[config.mk]
export PLATFORM = sky130hd
export DESIGN_NAME = branch_target_predictor
export DESIGN_NICKNAME = d
export VERILOG_FILES = /design/src/rtl/branch_target_predictor.sv
export SDC_FILE = /design/constraint.sdc
export NUM_CORES = 1
export LEC_CHECK = 0
export ABC_AREA = 1
export BUFFER_PORTS_ARGS = -buffer_cell sky130_fd_sc_hd__clkbuf_2
export CORE_MARGIN = 8
export CORE_UTILIZATION = 40
export DETAILED_ROUTE_END_ITERATION = 8
export PLACE_DENSITY = 0.55
export SYNTH_ARGS = -nofsm -noshare
export SYNTH_HDL_FRONTEND = slang
export SYNTH_SLANG_ARGS = --single-unit
export TNS_END_PERCENT = 5
[constraint.sdc]
create_clock -name CLK -period 6.5 [get_ports CLK]
set_input_delay 0.65 -clock CLK [delete_from_list [all_inputs] [get_ports CLK]]
set_output_delay 0.65 -clock CLK [all_outputs]
set_load 0.01 [all_outputs]
[src/rtl/branch_target_predictor.sv]
// branch_target_predictor
//   Fetch-side branch predictor: a direct-mapped BTB of 2-bit saturating
//   counters. It looks up fetch_pc combinationally and is trained by
//   resolution updates from the downstream branch resolver.
//   Optional build macro BP_STATS_EN adds branch / mispredict statistics
//   counters (stat_branches, stat_mispredicts).
module branch_target_predictor #(
    parameter int unsigned ENTRIES = 16
) (
    input  logic        CLK,
    input  logic        RST,
    input  logic [31:0] fetch_pc,
    output logic        pred_taken,
    output logic [31:0] pred_target,
    input  logic        bp_clear,
    input  logic        upd_valid,
    input  logic [31:0] upd_pc,
    input  logic        upd_taken,
    input  logic [31:0] upd_target,
    input  logic        upd_pred_taken,
    output logic        upd_mispredict
`ifdef BP_STATS_EN
    ,
    output logic [31:0] stat_branches,
    output logic [31:0] stat_mispredicts
`endif
);

    // Derived geometry; not meant to be overridden.
    localparam int unsigned IDX_W = $clog2(ENTRIES);
    localparam int unsigned TAG_W = 30 - IDX_W;

    // Table state. valid/ctr need reset, tag/target do not.
    logic [ENTRIES-1:0]      valid_q;
    logic [ENTRIES-1:0][1:0] ctr_q;
    logic [TAG_W-1:0]        tag_q    [ENTRIES];
    logic [31:0]             target_q [ENTRIES];
    logic                    mispredict_q;

    // Lookup side
    logic [IDX_W-1:0] f_idx;
    logic [TAG_W-1:0] f_tag;
    logic             f_hit;

    // Update side
    logic [IDX_W-1:0] u_idx;
    logic [TAG_W-1:0] u_tag;
    logic             u_hit;
    logic [1:0]       ctr_d;
    logic             ctr_we;
    logic             target_we;
    logic             alloc;
    logic             mispredict_d;

    // Byte-offset bits of the update PC carry no information for the table.
    logic             unused_upd_pc_lsbs;
    assign unused_upd_pc_lsbs = ^upd_pc[1:0];

    assign f_idx = fetch_pc[IDX_W+1:2];
    assign f_tag = fetch_pc[31:IDX_W+2];
    assign u_idx = upd_pc[IDX_W+1:2];
    assign u_tag = upd_pc[31:IDX_W+2];

    // Combinational prediction from the registered table (no write bypass).
    always_comb begin
        f_hit       = valid_q[f_idx] && (tag_q[f_idx] == f_tag);
        pred_taken  = f_hit && ctr_q[f_idx][1];
        pred_target = pred_taken ? target_q[f_idx] : (fetch_pc + 32'd4);
    end

    // Next-state for the single entry addressed by the resolution update.
    always_comb begin
        u_hit        = valid_q[u_idx] && (tag_q[u_idx] == u_tag);
        ctr_d        = ctr_q[u_idx];
        ctr_we       = 1'b0;
        target_we    = 1'b0;
        alloc        = 1'b0;
        mispredict_d = upd_valid && (upd_taken != upd_pred_taken);
        if (upd_valid && !bp_clear) begin
            if (u_hit) begin
                ctr_we = 1'b1;
                if (upd_taken) begin
                    ctr_d     = (ctr_q[u_idx] == 2'b11) ? 2'b11 : ctr_q[u_idx] + 2'd1;
                    target_we = 1'b1;
                end else begin
                    ctr_d = (ctr_q[u_idx] == 2'b00) ? 2'b00 : ctr_q[u_idx] - 2'd1;
                end
            end else if (upd_taken) begin
                // Taken miss allocates, evicting whatever shares the index.
                ctr_we    = 1'b1;
                target_we = 1'b1;
                alloc     = 1'b1;
                ctr_d     = 2'b10;
            end
        end
    end

    // Control state: valid bits, counters and the mispredict pulse.
    always_ff @(posedge CLK) begin
        if (RST) begin
            valid_q      <= '0;
            ctr_q        <= {ENTRIES{2'b01}};
            mispredict_q <= 1'b0;
        end else begin
            mispredict_q <= mispredict_d;
            if (bp_clear) begin
                valid_q <= '0;
            end else begin
                if (alloc) begin
                    valid_q[u_idx] <= 1'b1;
                end
                if (ctr_we) begin
                    ctr_q[u_idx] <= ctr_d;
                end
            end
        end
    end

    // Payload arrays: tags and targets, written only when training allows it.
    always_ff @(posedge CLK) begin
        if (!RST) begin
            if (alloc) begin
                tag_q[u_idx] <= u_tag;
            end
            if (target_we) begin
                target_q[u_idx] <= upd_target;
            end
        end
    end

    assign upd_mispredict = mispredict_q;

`ifdef BP_STATS_EN
    logic [31:0] stat_branches_q;
    logic [31:0] stat_mispredicts_q;

    // Statistics: cleared only by reset, wrap naturally at 2^32.
    always_ff @(posedge CLK) begin
        if (RST) begin
            stat_branches_q    <= '0;
            stat_mispredicts_q <= '0;
        end else begin
            if (upd_valid) begin
                stat_branches_q <= stat_branches_q + 32'd1;
            end
            if (mispredict_d) begin
                stat_mispredicts_q <= stat_mispredicts_q + 32'd1;
            end
        end
    end

    assign stat_branches    = stat_branches_q;
    assign stat_mispredicts = stat_mispredicts_q;
`endif

endmodule
* After elaboration in Yosys (flattened, before gate mapping) *
Memory sizes are Yosys's and may differ from the RTL's.
Cells that the tools add are included.

word-level totals
  register bits after elaboration = 49
  bits of input ports = 102
  word-level logic and storage cells = 74
  memories kept = 2
  bits in writable memories = 928
  output and inout port bits = 34

cells by class
  equal/unequal tests = 4
  add/subtract/negate cells = 3
  mux-type cells = 32
  bitwise gates (word level) = 2
  reductions and logical operators = 10
  magnitude comparators = 3

memories
  name      words  width  read ports  clocked after Yosys merged registers in  wr ports  RTL line  RTL
  target_q  16     32     1           0                                        1         37        logic [31:0] target_q [ENTRIES];
  tag_q     16     26     2           0                                        1         36        logic [TAG_W-1:0] tag_q [ENTRIES];

operator list
  kind                   number
  $eq 26x26->1           2
  $add 32x3->32 const B  1
  $bwmux 32              1
  $mux 32                1
  $mux 2                 9
  $bmux 2 s4             2
  $or 16x16->16          1
  $mux 1                 15
  $lt 4x5->1 const B     2
  $bmux 1 s4             2
  $demux 2 s4            1
  $logic_and 1x1->1      6
  $demux 1 s4            1
  $ge 4x1->1 const B     1
  $add 2x1->2 const B    1
  $eq 2x2->1 const B     1
  $logic_not 2->1        1
  $reduce_and 2->1       1
  $reduce_or 2->1        1
  $sub 2x1->2 const B    1
  $logic_not 1->1        1
  $ne 1x1->1             1
  $not 1->1              1

* Logic depth before layout (Yosys ltp) *
  depth after elaboration = 8
  mapped depth = 24
  gate-level depth less buffers = 21

* Worst setup path before layout *
No wires, ideal clock.

  path type = in2reg
  from = in upd_pc[2]
  to = mem tag_q[2][0] in the netlist's numbering (enable)
  library setup time = 0.475 ns
  setup slack = 1.515 ns
  data required time = 6.025 ns
  arrival = 4.511 ns
  stages on the path = 16
  path through = buf_2 > buf_4 > nor2_4 > buf_4 > nand2_1 > nand4_1 > nand2_1 > nand2_1 > nor2_1 > nand2_1 > nand2_1 > nand2_1 > nor2_1 > nand3_1 > nor2_4 > nor4_1

on the way
  word-level cells in the longest chain between the ends = 8
  elaborated cells on any way between the ends = 10
  those cells by class = eq/ne (1); mux (7); reduce/logical (1); memory (1)

RTL lines
  what                                         RTL line  RTL
  start, declared                              17        input logic [31:0] upd_pc,
  $mem_v2 16x26 or $bmux 1 s4 (tied branches)  n/a
  $eq 26x26->1 or $mux 1 (tied branches)       73        u_hit = valid_q[u_idx] && (tag_q[u_idx] == u_tag);
  $logic_and 1x1->1                            73
  $mux 1                                       80        if (u_hit) begin
  $mux 1                                       79        if (upd_valid && !bp_clear) begin
  $mux 1                                       122       if (alloc) begin
  $mux 1                                       121       if (!RST) begin
  $mux 1 (not written as such)                 123       tag_q[u_idx] <= u_tag;
  end, declared                                36

Several ways; a longest one is shown, not always the timed one. The select of a mux whose other input is x is not followed.

* Final worst setup path *
  from = in fetch_pc[2]
  to = out pred_target[15]

on the way
  word-level cells in the longest chain between the ends = 5
  elaborated cells on any way between the ends = 11
  those cells by class = add/sub (1); eq/ne (1); mux (5); reduce/logical (2); memory (2)

RTL lines
  what                                         RTL line  RTL
  start, declared                              12        input logic [31:0] fetch_pc,
  $mem_v2 16x26 or $bmux 1 s4 (tied branches)  n/a
  $eq 26x26->1 or $mux 1 (tied branches)       66        f_hit = valid_q[f_idx] && (tag_q[f_idx] == f_tag);
  $logic_and 1x1->1                            66
  $logic_and 1x1->1                            67        pred_taken = f_hit && ctr_q[f_idx][1];
  $mux 32 *                                    68        pred_target = pred_taken ? target_q[f_idx] : (fetch_pc + 32'd4);
  end, declared                                14        output logic [31:0] pred_target,

Mark *: on every way between the ends. The rest lies on a longest branch, timed or not. The select of a mux whose other input is x is not followed.

==> impl_metrics.toml <==
[clocking]
cts_tree = "yes"
count_of_instances_resized_after_the_clock_tree_is_built = 0
h-tree-depth = 3
cts.repair_timing.setup_buffer_count = 0
cts_sink_cnt = 977
cts_max_path_bufs = 3
cts.hold.buffers_added = 0
cts_inserted_buffers = 104
clock_latency_at_the_later_pin_of_the_worst_skew_pair_ps = 690
cts.clk_slew.worst_paths_ps = 60
ctsRootBufferMaster = "sky130_fd_sc_hd__clkbuf_16"

[sta]
final.min_clock_period_ps = 5442
timing.final.setup_violations = 0
grt_setup_unrepaired = "false"
worst_clock_skew_ps = 32.02
tightest_slew_ps = 1138
fin_crit_sh = 0.8372
timing.fmax_ghz = 0.1838
timing.final.hold_violations = 0
timing.max_slew.rel_slack = 0.2396
final.setup.worst_slack_ps = 1058
final_max_slew_viol_count = 0
finalSetupTns_ps = 0

[place]
dpl.cell_count = 6058
placement_setup_slack_ps = 1260
port_buffers = 133
final_weighted_congestion_in_routability_driven_placement = 0.8827
dp_hpwl_mm = 84.69

[detailed_routing]
route.antenna.remaining_nets = 0
drc_errors = 0
wl_mm = 147.3
drt_iter0_drc = 3942
route.vias.total = 34430
routed_via_density = 5.505
wire_per_inst_um = 23.56
drt-pass1-iter-count = 6

[critical_path]
timing.setup.critical_path_class = "input pin to primary output"
slowest_stage = "sky130_fd_sc_hd__nor2_1"
critical_path.cell_chain = "buf_8, inv_8, buf_12, buf_4, a21oi_1, o21ai_0, nand3_1, nand3_1, nand3_1, nand2_1, nor2_1, nor3b_1, nand2_1, nor2_1, o21ai_0, clkbuf_2"
cp_max_fo = 79
critPathArrivalTime_ps = 4790
cp-start-kind = "input pin"
cp_capture_type = "primary output"
critical_path.most_common_cell = "sky130_fd_sc_hd__nand3_1"
timing.critical_path.required_ps = 5850
timing.critical_path.slowest_cell_delay_ps = 710

[grt]
grt-ovfl-total = 0
largest_net_degree_at_the_start_of_global_routing = 191
grtUsageTotal = 0.2322
initial_antenna_violation_count = 16
wire_length_of_the_first_global_routing_pass_mm = 213.8
grt_pass1_vias = 32240

[floorplanning]
die_outline_area_um2 = 123600
fp-row-count = 123
initial_utilization = 0.4020
die_y_um = 351.6
core_um2 = 112000
design.portCount = 136
chipWidth_um = 351.6

[status]
status = "completed"

[synthesis]
yosys_register_bits = 977
yosysWarnings = 0
post_synthesis_cell_area_um2 = 45040
synth-edff-count = 928
synthFlopType = "sky130_fd_sc_hd__edfxtp_1"
post_synth.cell_area_avg_um2 = 9.756
sequential_element_share_of_the_synthesized_area = 0.6404
synthesis.instances = 4617
mappedNetlistNets = 4720
netlist-cell-type-count = 44
share_of_synthesized_registers_carrying_an_async_set_or_reset = 0

[flow_run]
max_cap_viol_count = 0

[cells_and_area]
layout-drive-gt1-share = 0.09076
finalNetCount = 4767
fin_cells = 6255
flow.area_growth_from_synthesis_pct = 13.04

[pwr]
power-per-cell-area_nw_per_um2 = 273.8
max_vdd_drop_mv = 0.2045
leakagePower_nw = 18.67

[worst_hold_path]
worst_hold_path_type = "input pin to register"
## kinds of logic (layout without fill, tap and decap cells)
group,Yosys count,after routing,share of synthesized area
and+or+nand+nor,2003,2003,0.1765
AOI/OAI and AO/OA,1044,1044,0.1266
DFF,977,977,0.6404
buffers and inverters,560,692,0.04997
xor gates and xnor gates,32,32,0.006222
adders and majority gates,1,1,0.0002777
other,0,6,0
## critical path: cells and delay by family
kind	cells	cell delay [ps]
buffers and inverters	5	1450
AO/OA/AOI/OAI	3	690
AND/OR/NAND/NOR	8	1870
## metal layers
layer,GRT usage,up-vias,wire [um]
met1,0.3289,16630,64070
met2,0.3546,1422,65430
met4,0.08621,16,5239
met5,0,-,108
li1,-,16090,-
met3,0.04483,274,12490
## cell usage after synthesis (23+ instances only)
cell | n | share of area
sky130_fd_sc_hd__nand4_1 | 31 | 0.0043
sky130_fd_sc_hd__nand3_1 | 195 | 0.022
sky130_fd_sc_hd__xor2_1 | 29 | 0.0056
sky130_fd_sc_hd__o211ai_1 | 34 | 0.0057
sky130_fd_sc_hd__nor2_1 | 523 | 0.044
sky130_fd_sc_hd__buf_2 | 65 | 0.0072
sky130_fd_sc_hd__a21oi_1 | 167 | 0.019
sky130_fd_sc_hd__inv_1 | 262 | 0.022
sky130_fd_sc_hd__nand2_1 | 1210 | 0.10
sky130_fd_sc_hd__buf_1 | 23 | 0.0019
sky130_fd_sc_hd__o221ai_1 | 45 | 0.0087
sky130_fd_sc_hd__clkbuf_1 | 182 | 0.015
sky130_fd_sc_hd__nor3_1 | 25 | 0.0028
sky130_fd_sc_hd__dfxtp_1 | 49 | 0.022
sky130_fd_sc_hd__edfxtp_1 | 928 | 0.62
sky130_fd_sc_hd__o21ai_0 | 655 | 0.073
sky130_fd_sc_hd__o22ai_1 | 97 | 0.013
## final timing paths
kind	end	cells after the start	startpoint	slack, ps
max reg2reg	tag_q[13][14]	17	tag_q[0][5]	2800
min	upd_mispredict	2	upd_pred_taken	170
min reg2reg	valid_q[5]	2	valid_q[5]	470
max	pred_target[15]	16	fetch_pc[2]	1060
## registers in the layout, summed over array words and instances (netlist names)
register        cells
ctr_q              32
target_q          512
upd_mispredict      1
valid_q            16
tag_q             416
## power breakdown
part,internal [mW],leakage [nW],switching [mW]
Sequential,6.91,8.74,0.00698
Combinational,0.297,8.30,0.853
Clock,3.36,1.63,2.51
Total,10.6,18.7,3.37
## layout make-up
cell class,count,area (um^2)
clock inverter,51,523.0
clock buffer,140,2850
sequential,977,28850
fill,10610,61120
tap,1500,1877
antenna,6,15.01
multi-input combinational,3080,14190
timing repair buffer,227,1568
inverter,274,1045
## layout by cell type (no fill, tap or decap), types with 14 or more instances in the layout
cell type and n:
sky130_fd_sc_hd__edfxtp_1 928, sky130_fd_sc_hd__nand4_1 31, sky130_fd_sc_hd__a21oi_1 167, sky130_fd_sc_hd__dfxtp_1 49
sky130_fd_sc_hd__nand3_1 195, sky130_fd_sc_hd__o21ai_0 655, sky130_fd_sc_hd__nand2_1 1210, sky130_fd_sc_hd__o211ai_1 34
sky130_fd_sc_hd__clkbuf_16 106, sky130_fd_sc_hd__nor2_4 28, sky130_fd_sc_hd__inv_1 259, sky130_fd_sc_hd__clkbuf_2 128
sky130_fd_sc_hd__clkinv_1 23, sky130_fd_sc_hd__nor3_1 16, sky130_fd_sc_hd__o22ai_1 97, sky130_fd_sc_hd__o221ai_1 45
sky130_fd_sc_hd__xor2_1 29, sky130_fd_sc_hd__clkinv_2 14, sky130_fd_sc_hd__nor2_1 497, sky130_fd_sc_hd__clkbuf_1 27
sky130_fd_sc_hd__buf_4 83
## per-stage QoR
stage | cell area [um^2] | utilization | power (mW) | hold WS [ps]
6_report | 50920 | 0.4545 | 13.94 | 172.6
5_1_grt | 50910 | 0.4544 | 14.37 | 164.7
4_1_cts | 50900 | 0.4543 | 14.03 | 129.8
3_5_place_dp | 47530 | 0.4242 | 8.182 | 462.8
2_1_floorplan | 45040 | - | 7.701 | 442.4
3_3_place_gp | 47530 | 0.4242 | 8.173 | 455.5
No activity file was read; power rests on OpenSTA's default activity.
